File: config.mk
export PLATFORM = sky130hd
export DESIGN_NAME = munoc_ahb_master_network_interface_core_flat
export DESIGN_NICKNAME = d
export VERILOG_FILES = /design/src/rtl/munoc_ahb_master_network_interface_core_if.sv /design/src/rtl/munoc_ahb_master_network_interface_core.sv /design/src/flat_wrapper.sv
export SDC_FILE = /design/constraint.sdc
export NUM_CORES = 1
export LEC_CHECK = 0
export CAP_MARGIN = 20
export CORE_AREA = 2 2 117 119
export CTS_BUF_LIST = sky130_fd_sc_hd__clkbuf_2 sky130_fd_sc_hd__clkbuf_4 sky130_fd_sc_hd__clkbuf_8
export DETAILED_ROUTE_END_ITERATION = 10
export DIE_AREA = 0 0 119 121
export GPL_TIMING_DRIVEN = 0
export PLACE_DENSITY = 0.83
export SYNTH_ARGS = -nofsm -noshare
export SYNTH_HDL_FRONTEND = slang
export SYNTH_SLANG_ARGS = --single-unit
File: constraint.sdc
create_clock -name clk -period 1.8 [get_ports clk]
set_clock_uncertainty 0.15 [all_clocks]
set_input_delay 0.27 -clock clk [delete_from_list [all_inputs] [get_ports clk]]
set_output_delay 0.27 -clock clk [all_outputs]
set_load 0.01 [all_outputs]
File: src/rtl/munoc_ahb_master_network_interface_core_if.sv
// Signal bundle between the local AHB master, the AHB-to-AXI master bridge
// and the MUNOC network-side node.
//   master : the bridge's view (AHB slave side in, AXI request channels out)
//   slave  : the surroundings' view (AHB master and network node)
interface munoc_ahb_master_network_interface_core_if #(
    parameter int BW_ADDR = 32,
    parameter int BW_DATA = 32,
    parameter int BW_TID  = 4
);
    logic                 hsel;
    logic                 hwrite;
    logic                 hready;
    logic [1:0]           htrans;
    logic [2:0]           hsize;
    logic [2:0]           hburst;
    logic [3:0]           hprot;
    logic [BW_ADDR-1:0]   haddr;
    logic [BW_DATA-1:0]   hwdata;
    logic                 hreadyout;
    logic                 hresp;
    logic [BW_DATA-1:0]   hrdata;

    logic                 awvalid;
    logic                 awready;
    logic [BW_TID-1:0]    awid;
    logic [BW_ADDR-1:0]   awaddr;
    logic [7:0]           awlen;
    logic [2:0]           awsize;
    logic [1:0]           awburst;

    logic                 wvalid;
    logic                 wready;
    logic [BW_DATA-1:0]   wdata;
    logic [BW_DATA/8-1:0] wstrb;
    logic                 wlast;

    logic                 bvalid;
    logic                 bready;
    logic [BW_TID-1:0]    bid;
    logic [1:0]           bresp;

    logic                 arvalid;
    logic                 arready;
    logic [BW_TID-1:0]    arid;
    logic [BW_ADDR-1:0]   araddr;
    logic [7:0]           arlen;
    logic [2:0]           arsize;
    logic [1:0]           arburst;

    logic                 rvalid;
    logic                 rready;
    logic [BW_TID-1:0]    rid;
    logic [BW_DATA-1:0]   rdata;
    logic [1:0]           rresp;
    logic                 rlast;

    modport master (
        input  hsel, hwrite, hready, htrans, hsize, hburst, hprot, haddr, hwdata,
        output hreadyout, hresp, hrdata,
        output awvalid, awid, awaddr, awlen, awsize, awburst,
        input  awready,
        output wvalid, wdata, wstrb, wlast,
        input  wready,
        input  bvalid, bid, bresp,
        output bready,
        output arvalid, arid, araddr, arlen, arsize, arburst,
        input  arready,
        input  rvalid, rid, rdata, rresp, rlast,
        output rready
    );

    modport slave (
        output hsel, hwrite, hready, htrans, hsize, hburst, hprot, haddr, hwdata,
        input  hreadyout, hresp, hrdata,
        input  awvalid, awid, awaddr, awlen, awsize, awburst,
        output awready,
        input  wvalid, wdata, wstrb, wlast,
        output wready,
        output bvalid, bid, bresp,
        input  bready,
        input  arvalid, arid, araddr, arlen, arsize, arburst,
        output arready,
        output rvalid, rid, rdata, rresp, rlast,
        input  rready
    );
endinterface

File: src/rtl/munoc_ahb_master_network_interface_core.sv
// AHB-Lite slave port to single-beat AXI-style AW/W/AR requests toward the
// MUNOC packetizer, one transfer outstanding at a time.
// Optional feature macro: MUNOC_AHB_MASTER_NI_POSTED_WRITE_EN
//   defined   -> writes complete after AW+W; B is awaited in the background
//   undefined -> writes complete only after B
//
// state | meaning
// IDLE  | no data phase pending; hreadyout=1, may capture an address phase
// WRITE | issuing AW and W, each dropped after its own handshake
// BWAIT | waiting for the write response
// READ  | issuing AR until arready
// RWAIT | waiting for the read beat
// ERR1  | first ERROR cycle (hreadyout=0, hresp=1)
// ERR2  | second ERROR cycle (hreadyout=1, hresp=1), may capture
module munoc_ahb_master_network_interface_core #(
    parameter int                BW_ADDR    = 32,
    parameter int                BW_DATA    = 32,
    parameter int                BW_TID     = 4,
    parameter logic [BW_TID-1:0] MASTER_TID = '0
) (
    input logic clk,
    input logic rstnn,
    munoc_ahb_master_network_interface_core_if.master bus
);
    localparam int         BW_STRB  = BW_DATA / 8;
    localparam int         OFF_W    = $clog2(BW_STRB);
    localparam logic [2:0] MAX_SIZE = 3'(OFF_W);

    typedef enum logic [2:0] {IDLE, WRITE, BWAIT, READ, RWAIT, ERR1, ERR2} state_t;

    state_t               state_q, state_d;
    logic [BW_ADDR-1:0]   addr_q;
    logic [2:0]           size_q;
    logic [BW_STRB-1:0]   strb_q;
    logic [BW_DATA-1:0]   hrdata_q;
    logic                 aw_done_q, aw_done_d, w_done_q, w_done_d;
    logic                 pend_q, pend_d;
    logic                 awvalid_q, wvalid_q, arvalid_q, bready_q, rready_q;
    logic                 capture, size_ok, can_capture;
    logic                 aw_hs, w_hs, ar_hs, b_hs, r_hs;
    logic                 unused_inputs;

    // Byte lanes touched by an aligned access: lanes sharing the same
    // 2^size-byte block as the address offset.
    function automatic logic [BW_STRB-1:0] lane_mask(input logic [OFF_W-1:0] off,
                                                     input logic [2:0] size);
        logic [BW_STRB-1:0] m;
        m = '0;
        for (int i = 0; i < BW_STRB; i++)
            m[i] = ((i >> size) == (int'(off) >> size));
        return m;
    endfunction

    assign capture     = bus.hsel && bus.hready && bus.htrans[1];
    assign size_ok     = (bus.hsize <= MAX_SIZE);
    assign can_capture = (state_q == IDLE) || (state_q == ERR2);
    assign aw_hs       = awvalid_q && bus.awready;
    assign w_hs        = wvalid_q && bus.wready;
    assign ar_hs       = arvalid_q && bus.arready;
    assign b_hs        = bready_q && bus.bvalid;
    assign r_hs        = rready_q && bus.rvalid;

    // Next-state decode, channel-done tracking and the posted-write B flag.
    always_comb begin
        state_d   = state_q;
        aw_done_d = 1'b0;
        w_done_d  = 1'b0;
        pend_d    = 1'b0;
`ifdef MUNOC_AHB_MASTER_NI_POSTED_WRITE_EN
        pend_d    = pend_q && !b_hs;
`endif
        case (state_q)
            IDLE, ERR2: begin
                state_d = IDLE;
                if (capture) begin
                    if (!size_ok)        state_d = ERR1;
                    else if (bus.hwrite) state_d = WRITE;
                    else                 state_d = READ;
                end
            end
            WRITE: begin
                aw_done_d = aw_done_q || aw_hs;
                w_done_d  = w_done_q || w_hs;
                if (aw_done_d && w_done_d) begin
`ifdef MUNOC_AHB_MASTER_NI_POSTED_WRITE_EN
                    state_d = IDLE;
                    pend_d  = 1'b1;
`else
                    state_d = BWAIT;
`endif
                end
            end
            BWAIT:   if (b_hs) state_d = bus.bresp[1] ? ERR1 : IDLE;
            READ:    if (ar_hs) state_d = RWAIT;
            RWAIT:   if (r_hs) state_d = bus.rresp[1] ? ERR1 : IDLE;
            ERR1:    state_d = ERR2;
            default: state_d = IDLE;
        endcase
    end

    // State register and registered network handshake outputs; requests are
    // held back while a posted write still owes its B beat.
    always_ff @(posedge clk or negedge rstnn) begin
        if (!rstnn) begin
            state_q   <= IDLE;
            aw_done_q <= 1'b0;
            w_done_q  <= 1'b0;
            pend_q    <= 1'b0;
            awvalid_q <= 1'b0;
            wvalid_q  <= 1'b0;
            arvalid_q <= 1'b0;
            bready_q  <= 1'b0;
            rready_q  <= 1'b0;
        end else begin
            state_q   <= state_d;
            aw_done_q <= aw_done_d;
            w_done_q  <= w_done_d;
            pend_q    <= pend_d;
            awvalid_q <= (state_d == WRITE) && !aw_done_d && !pend_d;
            wvalid_q  <= (state_d == WRITE) && !w_done_d && !pend_d;
            arvalid_q <= (state_d == READ) && !pend_d;
            bready_q  <= (state_d == BWAIT) || pend_d;
            rready_q  <= (state_d == RWAIT);
        end
    end

    // Address-phase capture and read-data register.
    always_ff @(posedge clk or negedge rstnn) begin
        if (!rstnn) begin
            addr_q   <= '0;
            size_q   <= '0;
            strb_q   <= '0;
            hrdata_q <= '0;
        end else begin
            if (can_capture && capture) begin
                addr_q <= bus.haddr;
                size_q <= bus.hsize;
                strb_q <= lane_mask(bus.haddr[OFF_W-1:0], bus.hsize);
            end
            if (r_hs)
                hrdata_q <= bus.rdata;
        end
    end

    assign bus.hreadyout = can_capture;
    assign bus.hresp     = (state_q == ERR1) || (state_q == ERR2);
    assign bus.hrdata    = hrdata_q;

    assign bus.awvalid = awvalid_q;
    assign bus.awid    = MASTER_TID;
    assign bus.awaddr  = addr_q;
    assign bus.awlen   = 8'd0;
    assign bus.awsize  = size_q;
    assign bus.awburst = 2'b01;

    // hwdata is stable for the whole data phase because hreadyout is low.
    assign bus.wvalid  = wvalid_q;
    assign bus.wdata   = bus.hwdata;
    assign bus.wstrb   = strb_q;
    assign bus.wlast   = 1'b1;

    assign bus.bready  = bready_q;

    assign bus.arvalid = arvalid_q;
    assign bus.arid    = MASTER_TID;
    assign bus.araddr  = addr_q;
    assign bus.arlen   = 8'd0;
    assign bus.arsize  = size_q;
    assign bus.arburst = 2'b01;

    assign bus.rready  = rready_q;

    assign unused_inputs = ^{bus.hburst, bus.hprot, bus.htrans[0], bus.bid, bus.rid,
                             bus.bresp[0], bus.rresp[0], bus.rlast};
endmodule
File: src/flat_wrapper.sv
// flat-port wrapper written by rule: the top's interface ports become plain ports
module munoc_ahb_master_network_interface_core_flat 
#(
    parameter int                BW_ADDR    = 32,
    parameter int                BW_DATA    = 32,
    parameter int                BW_TID     = 4,
    parameter logic [BW_TID-1:0] MASTER_TID = '0
)
  (clk, rstnn, bus_hsel, bus_hwrite, bus_hready, bus_htrans, bus_hsize, bus_hburst, bus_hprot, bus_haddr, bus_hwdata, bus_hreadyout, bus_hresp, bus_hrdata, bus_awvalid, bus_awid, bus_awaddr, bus_awlen, bus_awsize, bus_awburst, bus_awready, bus_wvalid, bus_wdata, bus_wstrb, bus_wlast, bus_wready, bus_bvalid, bus_bid, bus_bresp, bus_bready, bus_arvalid, bus_arid, bus_araddr, bus_arlen, bus_arsize, bus_arburst, bus_arready, bus_rvalid, bus_rid, bus_rdata, bus_rresp, bus_rlast, bus_rready);
  munoc_ahb_master_network_interface_core_if #(.BW_ADDR(BW_ADDR), .BW_DATA(BW_DATA), .BW_TID(BW_TID)) bus_i ();
  input logic clk;
  input logic rstnn;
  input wire logic [$bits(bus_i.hsel)-1:0] bus_hsel;
  input wire logic [$bits(bus_i.hwrite)-1:0] bus_hwrite;
  input wire logic [$bits(bus_i.hready)-1:0] bus_hready;
  input wire logic [$bits(bus_i.htrans)-1:0] bus_htrans;
  input wire logic [$bits(bus_i.hsize)-1:0] bus_hsize;
  input wire logic [$bits(bus_i.hburst)-1:0] bus_hburst;
  input wire logic [$bits(bus_i.hprot)-1:0] bus_hprot;
  input wire logic [$bits(bus_i.haddr)-1:0] bus_haddr;
  input wire logic [$bits(bus_i.hwdata)-1:0] bus_hwdata;
  output wire logic [$bits(bus_i.hreadyout)-1:0] bus_hreadyout;
  output wire logic [$bits(bus_i.hresp)-1:0] bus_hresp;
  output wire logic [$bits(bus_i.hrdata)-1:0] bus_hrdata;
  output wire logic [$bits(bus_i.awvalid)-1:0] bus_awvalid;
  output wire logic [$bits(bus_i.awid)-1:0] bus_awid;
  output wire logic [$bits(bus_i.awaddr)-1:0] bus_awaddr;
  output wire logic [$bits(bus_i.awlen)-1:0] bus_awlen;
  output wire logic [$bits(bus_i.awsize)-1:0] bus_awsize;
  output wire logic [$bits(bus_i.awburst)-1:0] bus_awburst;
  input wire logic [$bits(bus_i.awready)-1:0] bus_awready;
  output wire logic [$bits(bus_i.wvalid)-1:0] bus_wvalid;
  output wire logic [$bits(bus_i.wdata)-1:0] bus_wdata;
  output wire logic [$bits(bus_i.wstrb)-1:0] bus_wstrb;
  output wire logic [$bits(bus_i.wlast)-1:0] bus_wlast;
  input wire logic [$bits(bus_i.wready)-1:0] bus_wready;
  input wire logic [$bits(bus_i.bvalid)-1:0] bus_bvalid;
  input wire logic [$bits(bus_i.bid)-1:0] bus_bid;
  input wire logic [$bits(bus_i.bresp)-1:0] bus_bresp;
  output wire logic [$bits(bus_i.bready)-1:0] bus_bready;
  output wire logic [$bits(bus_i.arvalid)-1:0] bus_arvalid;
  output wire logic [$bits(bus_i.arid)-1:0] bus_arid;
  output wire logic [$bits(bus_i.araddr)-1:0] bus_araddr;
  output wire logic [$bits(bus_i.arlen)-1:0] bus_arlen;
  output wire logic [$bits(bus_i.arsize)-1:0] bus_arsize;
  output wire logic [$bits(bus_i.arburst)-1:0] bus_arburst;
  input wire logic [$bits(bus_i.arready)-1:0] bus_arready;
  input wire logic [$bits(bus_i.rvalid)-1:0] bus_rvalid;
  input wire logic [$bits(bus_i.rid)-1:0] bus_rid;
  input wire logic [$bits(bus_i.rdata)-1:0] bus_rdata;
  input wire logic [$bits(bus_i.rresp)-1:0] bus_rresp;
  input wire logic [$bits(bus_i.rlast)-1:0] bus_rlast;
  output wire logic [$bits(bus_i.rready)-1:0] bus_rready;
  assign bus_i.hsel = bus_hsel;
  assign bus_i.hwrite = bus_hwrite;
  assign bus_i.hready = bus_hready;
  assign bus_i.htrans = bus_htrans;
  assign bus_i.hsize = bus_hsize;
  assign bus_i.hburst = bus_hburst;
  assign bus_i.hprot = bus_hprot;
  assign bus_i.haddr = bus_haddr;
  assign bus_i.hwdata = bus_hwdata;
  assign bus_hreadyout = bus_i.hreadyout;
  assign bus_hresp = bus_i.hresp;
  assign bus_hrdata = bus_i.hrdata;
  assign bus_awvalid = bus_i.awvalid;
  assign bus_awid = bus_i.awid;
  assign bus_awaddr = bus_i.awaddr;
  assign bus_awlen = bus_i.awlen;
  assign bus_awsize = bus_i.awsize;
  assign bus_awburst = bus_i.awburst;
  assign bus_i.awready = bus_awready;
  assign bus_wvalid = bus_i.wvalid;
  assign bus_wdata = bus_i.wdata;
  assign bus_wstrb = bus_i.wstrb;
  assign bus_wlast = bus_i.wlast;
  assign bus_i.wready = bus_wready;
  assign bus_i.bvalid = bus_bvalid;
  assign bus_i.bid = bus_bid;
  assign bus_i.bresp = bus_bresp;
  assign bus_bready = bus_i.bready;
  assign bus_arvalid = bus_i.arvalid;
  assign bus_arid = bus_i.arid;
  assign bus_araddr = bus_i.araddr;
  assign bus_arlen = bus_i.arlen;
  assign bus_arsize = bus_i.arsize;
  assign bus_arburst = bus_i.arburst;
  assign bus_i.arready = bus_arready;
  assign bus_i.rvalid = bus_rvalid;
  assign bus_i.rid = bus_rid;
  assign bus_i.rdata = bus_rdata;
  assign bus_i.rresp = bus_rresp;
  assign bus_i.rlast = bus_rlast;
  assign bus_rready = bus_i.rready;
  munoc_ahb_master_network_interface_core #(.BW_ADDR(BW_ADDR), .BW_DATA(BW_DATA), .BW_TID(BW_TID), .MASTER_TID(MASTER_TID)) u_core (.clk(clk), .rstnn(rstnn), .bus(bus_i));
endmodule
==> flow_summary_export.csv, run 1 <==
group,metric,value,unit
clock_network,clockRootBuffer,"clkbuf_8",
die,initial_core_util,30.3,%
synth,ys_top_cells_by_area,"dfrtp_1, mux2_2, buf_4",
job,cap_viol_max_count,0,
synth,synthFlopType,"dfrtp_1",
worst_setup_path,reg2reg_from,"u_core.state_q[0]",
synth,synthesis.area,3970,um2
die,rows,42,
timing,max_clock_freq,544,MHz
worst_setup_path,start_kind,"flop",
placed_design,place.gp.congestion,0.767,
layout,multi_input_area,1390,um2
clock_network,cts_max_level,3,
synth,synth-seq-cells,81,
die,core_area,13100,um2
route,ant_nets,0,
timing,rsz0062_at_grt,"true",
timing,holdWs,0.262,ns
synth,async_flop_share,100,%
synth,synth_compound_area_share,4.19,%
layout,antenna_cells,0,
synth,avgSynthCellArea,12.7,um2
worst_setup_path,arrival,1.93,ns
layout,layout.nets,721,
grt,overflow,0,
power,leakagePower,3.35,nW
synth,synth_top_family_by_area,"buffers and inverters",
worst_setup_path,timing.rr.end,"u_core.bus.araddr[28]",
worst_setup_path,crit_fanout,8,
grt,grt_pass1_wl,16500,um
power,power,0.0104,W
route,met3WireLength,920,um
timing,fin_setup_tns,-0.500,ns
worst_setup_path,ff2ff_path_depth,6,
run_status,violations,"negative setup slack",
min_path,worstHoldPathType,"in2async",
die,die_area,14400,um2
worst_setup_path,endpoint_kind,"flop",
clock_network,clock-sinks,81,
clock_network,worst_skew_pair.late_latency,0.36,ns
synth,seq_area_frac_synth,51.1,%
power,ir_worst_vdd,0.860,mV
placed_design,numPortBuffers,224,
timing,finalHoldViolCount,0,
synth,synthMuxAreaShare,19.0,%
route,drc,0,
clock_network,clkSlewWorstSetupHoldPaths,0.08,ns
run_status,status,"finished, violations left",
synth,synth.largest_area_cell,"dfrtp_1",
clock_network,max-clock-path-buffers,2,
die,die_h,121,um
timing,period_share,102,%
synth,synth_fa_ha_area_share,0,%
route,vias,3177,
timing,setup_slack,-0.0393,ns
route,firstDrtPassIters,4,
route,dr_wl_met2,5730,um
placed_design,hpwl,8470,um
die,die_x,119,um
worst_setup_path,r2r_slack,-0.04,ns
layout,fill_cells,1088,
clock_network,cts_tree,"built",
power,pwr_density_cell,1470,nW/um2
die,ios,305,
route,drt-met1-wl,4150,um
grt,antenna_found_initial,0,
route,drtIter0Drc,121,
synth,synthCells,313,
route,wire_per_inst,14.2,um
grt,grt.total_usage,14.6,%
route,vias_per_cell,4.13,
route,totalWireLength,11000,um
layout,drive_gt1_share,37.7,%
grt,grt_max_degree,46,
synth,yosys.area.top_type_share,51.1,%
worst_setup_path,required,1.89,ns
timing,period_needed,1.84,ns
synth,ys_warn_count,0,
synth,synth_xor_area_share,0.441,%
synth,synth_edf_count,0,
route,dr.max_layer_used,"met4",
clock_network,cts-buffers-inserted,9,
layout,syn2layout_area_growth,78.2,%
timing,setup_viol,21,
grt,grt_pass1_vias,3236,
synth,yosys.cell_types.count,35,
layout,seq_area,2030,um2
synth,synth-simple-area-share,4.98,%
worst_setup_path,path_class,"reg2reg",
timing,slew_viol_final,0,
cell families after synthesis:
family                    after synthesis
muxes                                  67
xor gates and xnor gates                2
buffers and inverters                 110
other                                   2
and+or+nand+nor                        31
AOI/OAI and AO/OA                      20
DFF                                    81
state kept, by name, indices dropped and copies added, names as in the netlist:
signal,cells
u_core.bus.arsize,3
u_core.bus.wvalid,1
u_core.bus.hrdata,32
u_core.bus.wstrb,4
u_core.bus.awvalid,1
u_core.bus.arvalid,1
u_core.aw_done_q,1
u_core.bus.bready,1
u_core.state_q,3
u_core.bus.rready,1
u_core.w_done_q,1
u_core.bus.araddr,32
Yosys cell counts (2+ instances only):
cell type / number
nor2_1: 7
nor4_1: 2
dfrtp_1: 81
buf_6: 2
a31oi_1: 4
buf_1: 3
and4b_1: 2
conb_1: 2
a21oi_1: 4
o21bai_1: 3
nor3b_1: 3
mux2_2: 67
and2_1: 3
o21ai_0: 4
nand2_1: 3
buf_4: 98
buf_2: 3
nor2b_1: 2
inv_1: 4
layout by cell type (no fill, tap or decap), types with 3 or more instances in the layout:
cell type,synthesis,layout
dfrtp_1,81,80
dlymetal6s2s_1,0,12
nor2_1,7,3
mux2_4,0,20
mux2_2,67,47
buf_6,2,6
nor3b_2,1,3
inv_1,4,4
o21bai_1,3,3
clkbuf_8,0,11
buf_4,98,106
buf_12,0,3
nand2_1,3,3
clkdlybuf4s50_1,0,179
buf_2,3,3
nor2_4,0,4
a21oi_1,4,4
dlygate4sd2_1,0,30
conb_1,2,29
a31oi_1,4,3
worst max-delay path by stage:
stage / cells after the start / start / slack, ns / end
6_report: 6 / u_core.state_q[0] / -0.04 / u_core.bus.araddr[28]
5_1_grt: 6 / u_core.state_q[0] / -0.09 / u_core.bus.araddr[28]
4_1_cts: 6 / u_core.state_q[0] / -0.05 / u_core.bus.araddr[3]
3_5_place_dp: 4 / bus_rvalid / -0.35 / u_core.bus.hrdata[29]
3_3_place_gp: 1 / rstnn / -2.42 / u_core.bus.araddr[27]
2_1_floorplan: 6 / u_core.state_q[0] / 0.006 / u_core.bus.araddr[7]
worst max-delay path, cell delays in order, from the launching register on:
cell and delay (ns):
dfrtp_1 0.38, buf_6 0.14, and4b_1 0.29, and2_4 0.18, buf_8 0.13, clkbuf_16 0.15, mux2_4 0.29
report_power, final:
group          switching, W  total (W)  internal, W  leakage, nW
clock network      0.000623    0.00134     0.000720        0.106
registers          0.000621    0.00331      0.00269        0.975
logic               0.00202    0.00575      0.00373         2.27
total               0.00326     0.0104      0.00714         3.35
stage by stage:
stage               util, %  cells  instance area (um2)  setup slack [ns]
floorplan                 -    340                 4080           0.00604
global placement       50.0    740                 6540             -2.42
detailed placement     50.1    741                 6560            -0.355
CTS                    52.4    764                 6850           -0.0543
global route           54.1    770                 7070           -0.0910
finish                 54.1    770                 7070           -0.0393
final cells by class:
cell class              instances  share of cell area, %
inverters                       4                  0.212
clock inverters                 3                  0.566
plain buffers                 105                   11.5
well taps                     176                   3.11
flip-flops and latches         81                   28.7
multi-input cells             149                   19.7
clock buffers                  12                   2.25
repair buffers                240                   34.0
metal layers:
layer  vias up  GRT usage (%)
met1      1513           15.6
met5         -              0
li1       1481              -
met2       169           25.8
met3        14           5.55
met4         0           5.80
repair_timing:
action / CTS / global route
hold buffers: 1 / 0
endpoints found under the setup margin: 74 / 70
pin swaps: 2 / 2
resized for setup: 59 / 45
buffers inserted: 8 / 5
gates cloned: 0 / 1
hold endpoints to repair: 36 / 0
Note: power is estimated with default switching activity, not from simulation.
==> run 2: changes to the inputs <==
--- a/config.mk
+++ b/config.mk
@@ -8,9 +8,11 @@
 export CAP_MARGIN = 20
 export CORE_AREA = 2 2 117 119
 export CTS_BUF_LIST = sky130_fd_sc_hd__clkbuf_2 sky130_fd_sc_hd__clkbuf_4 sky130_fd_sc_hd__clkbuf_8
+export CTS_CLUSTER_SIZE = 16
 export DETAILED_ROUTE_END_ITERATION = 10
 export DIE_AREA = 0 0 119 121
 export GPL_TIMING_DRIVEN = 0
+export MAX_ROUTING_LAYER = met4
 export PLACE_DENSITY = 0.83
 export SYNTH_ARGS = -nofsm -noshare
 export SYNTH_HDL_FRONTEND = slang
==> flow_summary_export.csv, run 2 (synthesis results as in run 1) <==
group,metric,value,unit
run_status,status,"finished, violations left",
run_status,violations,"negative setup slack",
clock_network,clkSlewWorstSetupHoldPaths,0.08,ns
clock_network,clockRootBuffer,"clkbuf_8",
route,vias,3171,
power,leakagePower,3.35,nW
layout,final_common_cell,"clkdlybuf4s50_1",
worst_setup_path,arrival,1.93,ns
timing,period_share,102,%
grt,grt_max_degree,46,
clock_network,cts_max_level,3,
worst_setup_path,r2r_slack,-0.04,ns
die,ios,305,
die,die_h,121,um
timing,setup_slack,-0.0392,ns
timing,rsz0062_at_grt,"true",
worst_setup_path,required,1.89,ns
route,firstDrtPassIters,4,
route,met3WireLength,758,um
timing,fin_setup_tns,-0.488,ns
route,drtIter0Drc,124,
power,p_switching,0.00326,W
power,p_int,0.00714,W
power,sequentialPowerShare,31.8,%
timing,slew_viol_final,0,
grt,overflow,0,
route,dr_wl_met2,5710,um
worst_setup_path,path_class,"reg2reg",
placed_design,placed_cells,741,
route,drc,0,
route,dr.max_layer_used,"met4",
layout,most-common-layout-cells,"clkdlybuf4s50_1, buf_4, dfrtp_1, mux2_2, dlygate4sd2_1",
min_path,worstHoldPathType,"in2async",
power,pwr-share-comb,55.2,%
route,drt-met1-wl,4320,um
timing,setup_viol,21,
layout,stdcell_count,770,
job,cap_viol_max_count,0,
die,initial_core_util,30.3,%
die,rows,42,
grt,grt_pass1_wl,16500,um
power,ir_worst_vdd,0.860,mV
power,power,0.0104,W
route,vias_per_cell,4.12,
placed_design,hpwl,8470,um
placed_design,place.gp.congestion,0.777,
die,core_area,13100,um2
grt,grt.total_usage,15.0,%
layout,utilization,54.1,%
die,die_area,14400,um2
power,swShare,31.3,%
power,p_clk_share,12.9,%
worst_setup_path,crit_fanout,8,
clock_network,clock-sinks,81,
timing,max_clock_freq,544,MHz
layout,drive_gt1_share,37.7,%
clock_network,max-clock-path-buffers,2,
power,pwr_density_cell,1470,nW/um2
worst_setup_path,start_kind,"flop",
clock_network,worst_skew_pair.late_latency,0.36,ns
timing,finalHoldViolCount,0,
clock_network,cts_tree,"built",
route,totalWireLength,11000,um
grt,antenna_found_initial,0,
timing,period_needed,1.84,ns
route,ant_nets,0,
worst_setup_path,endpoint_kind,"flop",
layout,antenna_cells,0,
die,die_x,119,um
placed_design,place_ws,-0.355,ns
route,wire_per_inst,14.2,um
clock_network,cts-buffers-inserted,9,
placed_design,numPortBuffers,224,
grt,grt_pass1_vias,3242,
layout,syn2layout_area_growth,78.2,%
layout,layout.nets,721,
==> run 2: cell counts in the layout (fill, tap and decap cells not counted) <==
No cell type changed its count.
==> run 2: metal layers <==
metal | GRT usage [%] | vias up
met3 | 4.51 | 14
li1 | - | 1481
met5 | - | -
met1 | 16.3 | 1507
met2 | 25.8 | 169
met4 | 5.80 | 0
==> run 2: final cells by class <==
cell class | count | area (um2)
clock inverters | 3 | 40.0
inverters | 4 | 15.0
flip-flops and latches | 81 | 2030
repair buffers | 240 | 2410
well taps | 176 | 220
multi-input cells | 149 | 1390
plain buffers | 105 | 811
fillers | 1088 | 6010
clock buffers | 12 | 159
==> run 2: through the flow <==
| stage | cell area (um2) | hold slack [ns] |
|---|---|---|
| global route | 7070 | 0.290 |
| floorplan | 4080 | -0.176 |
| CTS | 6850 | 0.254 |
| finish | 7070 | 0.260 |
| detailed placement | 6560 | 0.115 |
| global placement | 6540 | 0.337 |
==> run 2: final timing paths <==
| path | startpoint | endpoint | depth (start not counted) |
|---|---|---|---|
| min in group clk | u_core.bus.hrdata[22] | u_core.bus.hrdata[22] | 1 |
| hold reg to reg | u_core.bus.hrdata[22] | u_core.bus.hrdata[22] | 1 |
| hold / removal | rstnn | u_core.bus.hrdata[18] | 2 |
| setup / recovery | u_core.state_q[0] | u_core.bus.araddr[28] | 6 |
| max in group asynchronous | rstnn | u_core.bus.araddr[28] | 3 |
| setup reg to reg | u_core.state_q[0] | u_core.bus.araddr[28] | 6 |
==> run 2: power groups by stage <==
stage / Combinational (W) / Clock [W] / Sequential (W)
finish: 0.00575 / 0.00135 / 0.00331
global route: 0.00609 / 0.00149 / 0.00343
CTS: 0.00555 / 0.00141 / 0.00329
detailed placement: 0.00562 / 0 / 0.00331
global placement: 0.00550 / 0 / 0.00324
floorplan: 0.00213 / 0 / 0.00360
==> run 2: worst max-delay path, stage by stage, from the launching register on <==
cell       delay, ns
dfrtp_1         0.38
buf_6           0.14
and4b_1         0.29
and2_4          0.18
buf_8           0.13
clkbuf_16       0.15
mux2_4          0.29
==> run 2: repair_timing <==
action	CTS	global route
hold buffers	1	0
cloned	0	1
hold endpoints to repair	36	0
resized for setup	59	45
pin swaps	2	2
buffers inserted	8	5
setup endpoints to repair	74	70
==> run 3: changes to the inputs <==
--- a/config.mk
+++ b/config.mk
@@ -12,7 +12,6 @@
 export DETAILED_ROUTE_END_ITERATION = 10
 export DIE_AREA = 0 0 119 121
 export GPL_TIMING_DRIVEN = 0
-export MAX_ROUTING_LAYER = met4
 export PLACE_DENSITY = 0.83
 export SYNTH_ARGS = -nofsm -noshare
 export SYNTH_HDL_FRONTEND = slang
==> results of run 3 <==
Same layout as run 1: the final DEF is identical, and so are final timing and power.
